$ cat config.mk
export PLATFORM = sky130hd
export DESIGN_NAME = cost_tracker
export DESIGN_NICKNAME = d
export VERILOG_FILES = /design/src/rtl/cost_tracker_pkg.sv /design/src/rtl/cost_tracker_min_count.sv /design/src/rtl/cost_tracker.sv
export SDC_FILE = /design/constraint.sdc
export NUM_CORES = 1
export LEC_CHECK = 0
export BUFFER_PORTS_ARGS = -buffer_cell sky130_fd_sc_hd__buf_2
export CORE_MARGIN = 2
export CORE_UTILIZATION = 30
export DETAILED_ROUTE_END_ITERATION = 8
export SYNTH_ARGS = -nofsm -noshare
export SYNTH_HDL_FRONTEND = slang
export SYNTH_HIERARCHICAL = 1
export SYNTH_SLANG_ARGS = --single-unit
$ cat constraint.sdc
create_clock -name CLK -period 5.7 [get_ports CLK]
set_input_delay 1.71 -clock CLK [delete_from_list [all_inputs] [get_ports CLK]]
set_output_delay 1.71 -clock CLK [all_outputs]
set_load 0.01 [all_outputs]
$ cat src/rtl/cost_tracker_pkg.sv
// Shared constants for the job-assignment search: permutation size, cost/sum/count
// widths and the minimum-tracker start value.
package cost_tracker_pkg;

  localparam int N         = 8;
  localparam int INDEX_BIT = 3;
  localparam int COST_BIT  = 7;
  localparam int SUM_BIT   = 10;
  localparam int CNT_BIT   = 16;

  localparam logic [SUM_BIT-1:0]   MINCOST_INIT = {SUM_BIT{1'b1}};
  localparam logic [CNT_BIT-1:0]   CNT_MAX      = {CNT_BIT{1'b1}};
  localparam logic [INDEX_BIT-1:0] IDX_FIRST    = {INDEX_BIT{1'b0}};
  localparam logic [INDEX_BIT-1:0] IDX_LAST     = INDEX_BIT'(N - 1);

  typedef enum logic [1:0] {
    ST_IDLE = 2'd0,
    ST_RUN  = 2'd1,
    ST_DONE = 2'd2
  } state_e;

  function automatic logic [SUM_BIT-1:0] cost_ext(input logic [COST_BIT-1:0] c);
    return SUM_BIT'(c);
  endfunction

endpackage

$ cat src/rtl/cost_tracker_min_count.sv
// Stage 3: keeps the smallest permutation sum seen so far and how many
// permutations hit it; raises done once the final permutation has been compared.
module min_count_tracker
  import cost_tracker_pkg::*;
(
  input  logic               CLK,
  input  logic               RST,
  input  logic [SUM_BIT-1:0] sum_i,
  input  logic               sum_v_i,
  input  logic               last_i,
  output logic [SUM_BIT-1:0] min_cost_o,
  output logic [CNT_BIT-1:0] match_count_o,
  output logic               done_o
);

  logic [SUM_BIT-1:0] min_q, min_d;
  logic [CNT_BIT-1:0] cnt_q, cnt_d;
  logic               done_q, done_d;

  always_comb begin
    min_d  = min_q;
    cnt_d  = cnt_q;
    done_d = done_q;
    if (sum_v_i && !done_q) begin
      if (sum_i < min_q) begin
        min_d = sum_i;
        cnt_d = {{(CNT_BIT-1){1'b0}}, 1'b1};
      end else if (sum_i == min_q) begin
        if (cnt_q != CNT_MAX) begin
          cnt_d = cnt_q + {{(CNT_BIT-1){1'b0}}, 1'b1};
        end else begin
          cnt_d = cnt_q;
        end
      end else begin
        min_d = min_q;
      end
      if (last_i) begin
        done_d = 1'b1;
      end else begin
        done_d = done_q;
      end
    end else begin
      done_d = done_q;
    end
  end

  always_ff @(posedge CLK) begin
    if (RST) begin
      min_q  <= MINCOST_INIT;
      cnt_q  <= {CNT_BIT{1'b0}};
      done_q <= 1'b0;
    end else begin
      min_q  <= min_d;
      cnt_q  <= cnt_d;
      done_q <= done_d;
    end
  end

  assign min_cost_o    = min_q;
  assign match_count_o = cnt_q;
  assign done_o        = done_q;

endmodule

$ cat src/rtl/cost_tracker.sv
// Permutation-stream sink: addresses the cost ROM per (work, job) pair, sums each
// permutation and reports the minimum sum and its multiplicity after the last one.
module cost_tracker
  import cost_tracker_pkg::*;
(
  input  logic                 CLK,
  input  logic                 RST,
  input  logic                 in_valid,
  input  logic [INDEX_BIT-1:0] in_work,
  input  logic [INDEX_BIT-1:0] in_job,
  input  logic                 in_last,
  output logic [INDEX_BIT-1:0] W,
  output logic [INDEX_BIT-1:0] J,
  input  logic [COST_BIT-1:0]  Cost,
  output logic [SUM_BIT-1:0]   MinCost,
  output logic [CNT_BIT-1:0]   MatchCount,
  output logic                 Valid
);

  state_e             state_q, state_d;
  logic [INDEX_BIT-1:0] w_q, w_d, j_q, j_d;
  logic v1_q, v1_d, open1_q, open1_d, close1_q, close1_d, last1_q, last1_d;
  logic v2_q, v2_d, open2_q, open2_d, close2_q, close2_d, last2_q, last2_d;
  logic [SUM_BIT-1:0] acc_q, acc_d;
  logic               sum_v_q, sum_v_d, last3_q, last3_d;
  logic               valid_q;
  logic               done_s, frozen_s, accept_s;

  assign frozen_s = done_s || (state_q == ST_DONE);
  assign accept_s = in_valid && !frozen_s;

  always_comb begin
    state_d = state_q;
    case (state_q)
      ST_IDLE: begin
        if (accept_s) state_d = ST_RUN;
        else          state_d = ST_IDLE;
      end
      ST_RUN: begin
        if (done_s) state_d = ST_DONE;
        else        state_d = ST_RUN;
      end
      ST_DONE: state_d = ST_DONE;
      default: state_d = ST_IDLE;
    endcase
  end

  // Address/tag stage, tag shift, and accumulate stage. Once frozen nothing new enters.
  always_comb begin
    w_d      = w_q;
    j_d      = j_q;
    v1_d     = accept_s;
    open1_d  = accept_s && (in_work == IDX_FIRST);
    close1_d = accept_s && (in_work == IDX_LAST);
    last1_d  = accept_s && (in_work == IDX_LAST) && in_last;
    if (accept_s) begin
      w_d = in_work;
      j_d = in_job;
    end else begin
      w_d = w_q;
      j_d = j_q;
    end

    v2_d     = v1_q && !frozen_s;
    open2_d  = open1_q;
    close2_d = close1_q;
    last2_d  = last1_q;

    acc_d   = acc_q;
    sum_v_d = 1'b0;
    last3_d = 1'b0;
    if (v2_q && !frozen_s) begin
      // An opening pair restarts the sum, dropping any unfinished permutation.
      if (open2_q) acc_d = cost_ext(Cost);
      else         acc_d = acc_q + cost_ext(Cost);
      sum_v_d = close2_q;
      last3_d = close2_q && last2_q;
    end else begin
      acc_d = acc_q;
    end
  end

  always_ff @(posedge CLK) begin
    if (RST) begin
      state_q  <= ST_IDLE;
      w_q      <= {INDEX_BIT{1'b0}};
      j_q      <= {INDEX_BIT{1'b0}};
      v1_q     <= 1'b0;
      open1_q  <= 1'b0;
      close1_q <= 1'b0;
      last1_q  <= 1'b0;
      v2_q     <= 1'b0;
      open2_q  <= 1'b0;
      close2_q <= 1'b0;
      last2_q  <= 1'b0;
      acc_q    <= {SUM_BIT{1'b0}};
      sum_v_q  <= 1'b0;
      last3_q  <= 1'b0;
      valid_q  <= 1'b0;
    end else begin
      state_q  <= state_d;
      w_q      <= w_d;
      j_q      <= j_d;
      v1_q     <= v1_d;
      open1_q  <= open1_d;
      close1_q <= close1_d;
      last1_q  <= last1_d;
      v2_q     <= v2_d;
      open2_q  <= open2_d;
      close2_q <= close2_d;
      last2_q  <= last2_d;
      acc_q    <= acc_d;
      sum_v_q  <= sum_v_d;
      last3_q  <= last3_d;
      valid_q  <= done_s;
    end
  end

  // Stage 3 compares the registered sum, so a following open may overwrite acc freely.
  min_count_tracker u_min_count (
    .CLK           (CLK),
    .RST           (RST),
    .sum_i         (acc_q),
    .sum_v_i       (sum_v_q),
    .last_i        (last3_q),
    .min_cost_o    (MinCost),
    .match_count_o (MatchCount),
    .done_o        (done_s)
  );

  assign W     = w_q;
  assign J     = j_q;
  assign Valid = valid_q;

endmodule
==> out/metrics.yaml <==
finish:
  layout.cells.most_common_list: "dfxtp_1, buf_2, nand2_1, nand3_1, a21oi_1"
  layout.nets: 415
  nFillCells: 1072
  fin_area_um2: 3427
  stdcell_count: 513
  syn_to_final_growth_pct: 14.51
  n_antenna_cell: 0
  drive_gt1_share_pct: 19.74
  layout_commonest_cell: "dfxtp_1"
  post-route-util_pct: 35.22
synth:
  synthCells: 339
  synth_ff_type: "dfxtp_1"
  ys.warnings.count: 6
  synth_area_per_cell_um2: 8.829
  synth_area_um2: 2993
  async_flop_share_pct: 0
  yosysUniqueCellTypes: 49
  synth_edf_count: 0
  syn_nets: 375
  ys_seq_area_share_pct: 37.46
  ys_seq_elements: 56
clock_network:
  cts_hold_buffers: 0
  cts_resized: 0
  clock_latency_ns: 0.32
  numCtsBuffers: 5
  ctsRootBufferMaster: "clkbuf_8"
  cts.sinks: 56
  cts_tree: "yes"
  clk_pin_slew_ns: 0.11
  post_cts.repair.setup_buffers: 0
  htreeDepth: 2
  cts_buffer_depth: 2
global_route:
  grtUsageTotal_pct: 13.53
  antenna_found_initial: 0
  grt.overflow.total: 0
  grt_pass1_wl_um: 12110
  grt_max_degree: 35
  grt_pass1_vias: 2569
floorplanning:
  die_height_um: 103.9
  io_pins: 50
  start_util_pct: 30.76
  row_count: 36
  coreArea_um2: 9729
  die_w_um: 103.9
  fp.dieArea_um2: 10790
timing:
  min_period_ns: 3.343
  slew_violations: 0
  tightest_slew_ns: 0.7267
  fin_setup_tns_ns: 0
  rsz0062_at_grt: "false"
  finalCritPeriodShare_pct: 58.65
  timing.hold.ws_ns: 0.4466
  setup_violations: 0
  fin_worst_skew_ns: 0.007849
  finalHoldViolCount: 0
  slew_headroom_pct: 51.44
  max_freq_mhz: 299.1
  layout_setup_ws_ns: 2.357
routing:
  ant_nets: 0
  num_vias: 2638
  viasPerCell: 5.142
  drt_iter0_drc: 99
  routed_wl_um: 7084
  wl_per_cell_um: 13.81
  drtPass1Iterations: 5
  drcViolationCount: 0
placement:
  gp_congestion: 0.8180
  placed_area_um2: 3331
  dp_hpwl_um: 5021
  dp.cells: 505
  port_buffers: 49
  place_worst_setup_slack_ns: 2.042
power_and_ir_drop:
  powerDensity_nw_per_um2: 204.3
  intPower_uw: 512.7
  p_leak_nw: 1.428
  clockPowerShare_pct: 33.7
  power.total_uw: 700.2
  peakVddDrop_uv: 121.0
  pwr-share-seq_pct: 57.6
  p_comb_share_pct: 8.6
  switchingPower_uw: 187.4
  p_sw_share_pct: 26.77
setup_path:
  worstPathArrival_ns: 3.60
  crit_fanout: 3
  r2r_slack_ns: 2.89
  reg2reg_depth: 7
  crit_path_start_kind: "input port"
  cp.required_ns: 5.95
  crit_path_end_kind: "flop"
  criticalPathCategory: "input port to flop"
min_path:
  hold_class: "flop to flop"
  whs_path_depth: 1
flow_run:
  drv_cap: 0
status:
  outcome: "complete, no violations"
==> routing by layer <==
| layer | GRT usage (%) | vias to the layer above | share of wire, % |
|---|---|---|---|
| met4 | 4.826 | 0 | 1.2 |
| met3 | 3.070 | 7 | 4.9 |
| met2 | 23.59 | 60 | 48 |
| li1 | - | 1328 | - |
| met1 | 16.28 | 1243 | 46 |
| met5 | 0 | - | 0 |
==> synth_stat cells (all sizes together), types with 3 or more instances <==
cell / instances / area (µm²)
a211oi: 10 / 85.08
clkbuf: 12 / 46.29
o21ai: 7 / 35.03
nor2: 15 / 56.30
nor4b: 3 / 26.28
o311ai: 9 / 168.9
xor2: 3 / 26.28
a21oi: 22 / 113.9
dfxtp: 56 / 1121
nand2b: 4 / 25.02
nand4: 18 / 118.9
or3: 4 / 25.02
nand3: 25 / 125.1
inv: 17 / 63.81
mux2i: 11 / 110.1
o21a: 3 / 22.52
xnor2: 3 / 26.28
and2: 4 / 25.02
nor4: 5 / 31.28
o211ai: 4 / 30.03
nand2: 40 / 150.1
ha: 18 / 225.2
nor2b: 6 / 37.54
nor3: 13 / 70.07
buf: 6 / 42.54
==> flip-flops by register name, summed over array words and instances (netlist names), 2 cells and up <==
| signal | flops |
|---|---|
| J | 3 |
| u_min_count/min_cost_o | 10 |
| state_q | 2 |
| W | 3 |
| u_min_count/match_count_o | 16 |
| acc_q | 10 |
==> worst max-delay path: stages <==
cell and delay (ns):
buf_2 0.10, ha_1 0.23, fa_1 0.43, a211oi_1 0.38, nor2_1 0.11, or3_1 0.31, a21bo_1 0.17, a31oi_1 0.15
==> cell families (layout without fill, tap and decap cells) <==
kind of cell	after synthesis	count (layout)	synth area share, %
xor+xnor	6	6	1.756
compound gates	68	68	18.77
fa+ha+maj	19	19	8.194
mux	11	11	3.679
buf+inv	35	76	5.100
flops	56	56	37.46
simple gates	144	144	25.04
==> path summary, 6_finish.rpt <==
check | startpoint | to
max | Cost[0] | acc_q[6]$_SDFFE_PP0P_
min | last2_q$_SDFF_PP0_ | last3_q$_SDFF_PP0_
min reg2reg | last2_q$_SDFF_PP0_ | last3_q$_SDFF_PP0_
max reg2reg | u_min_count/min_cost_o[9]$_SDFFE_PP1P_ | u_min_count/match_count_o[7]$_SDFFE_PP0P_
==> final cells by class <==
class                           count  area [µm²]  share of cell area [%]
Inverter                           17       63.81                   1.862
Clock buffer                        5       68.82                   2.008
Multi-Input combinational cell    248        1719                   50.16
Timing Repair Buffer               51       260.3                   7.594
Sequential cell                    56        1121                   32.71
Clock inverter                      3       27.53                  0.8032
Tap cell                          133       166.4                   4.856
==> power by group through the flow <==
stage	clock, mW	sequential [mW]	combinational [mW]
6_report	0.236	0.404	0.0604
5_1_grt	0.258	0.405	0.0692
4_1_cts	0.248	0.404	0.0609
3_5_place_dp	0	0.413	0.0605
3_3_place_gp	0	0.412	0.0593
2_1_floorplan	0	0.412	0.0425
Power figures use the tool's default switching activity.
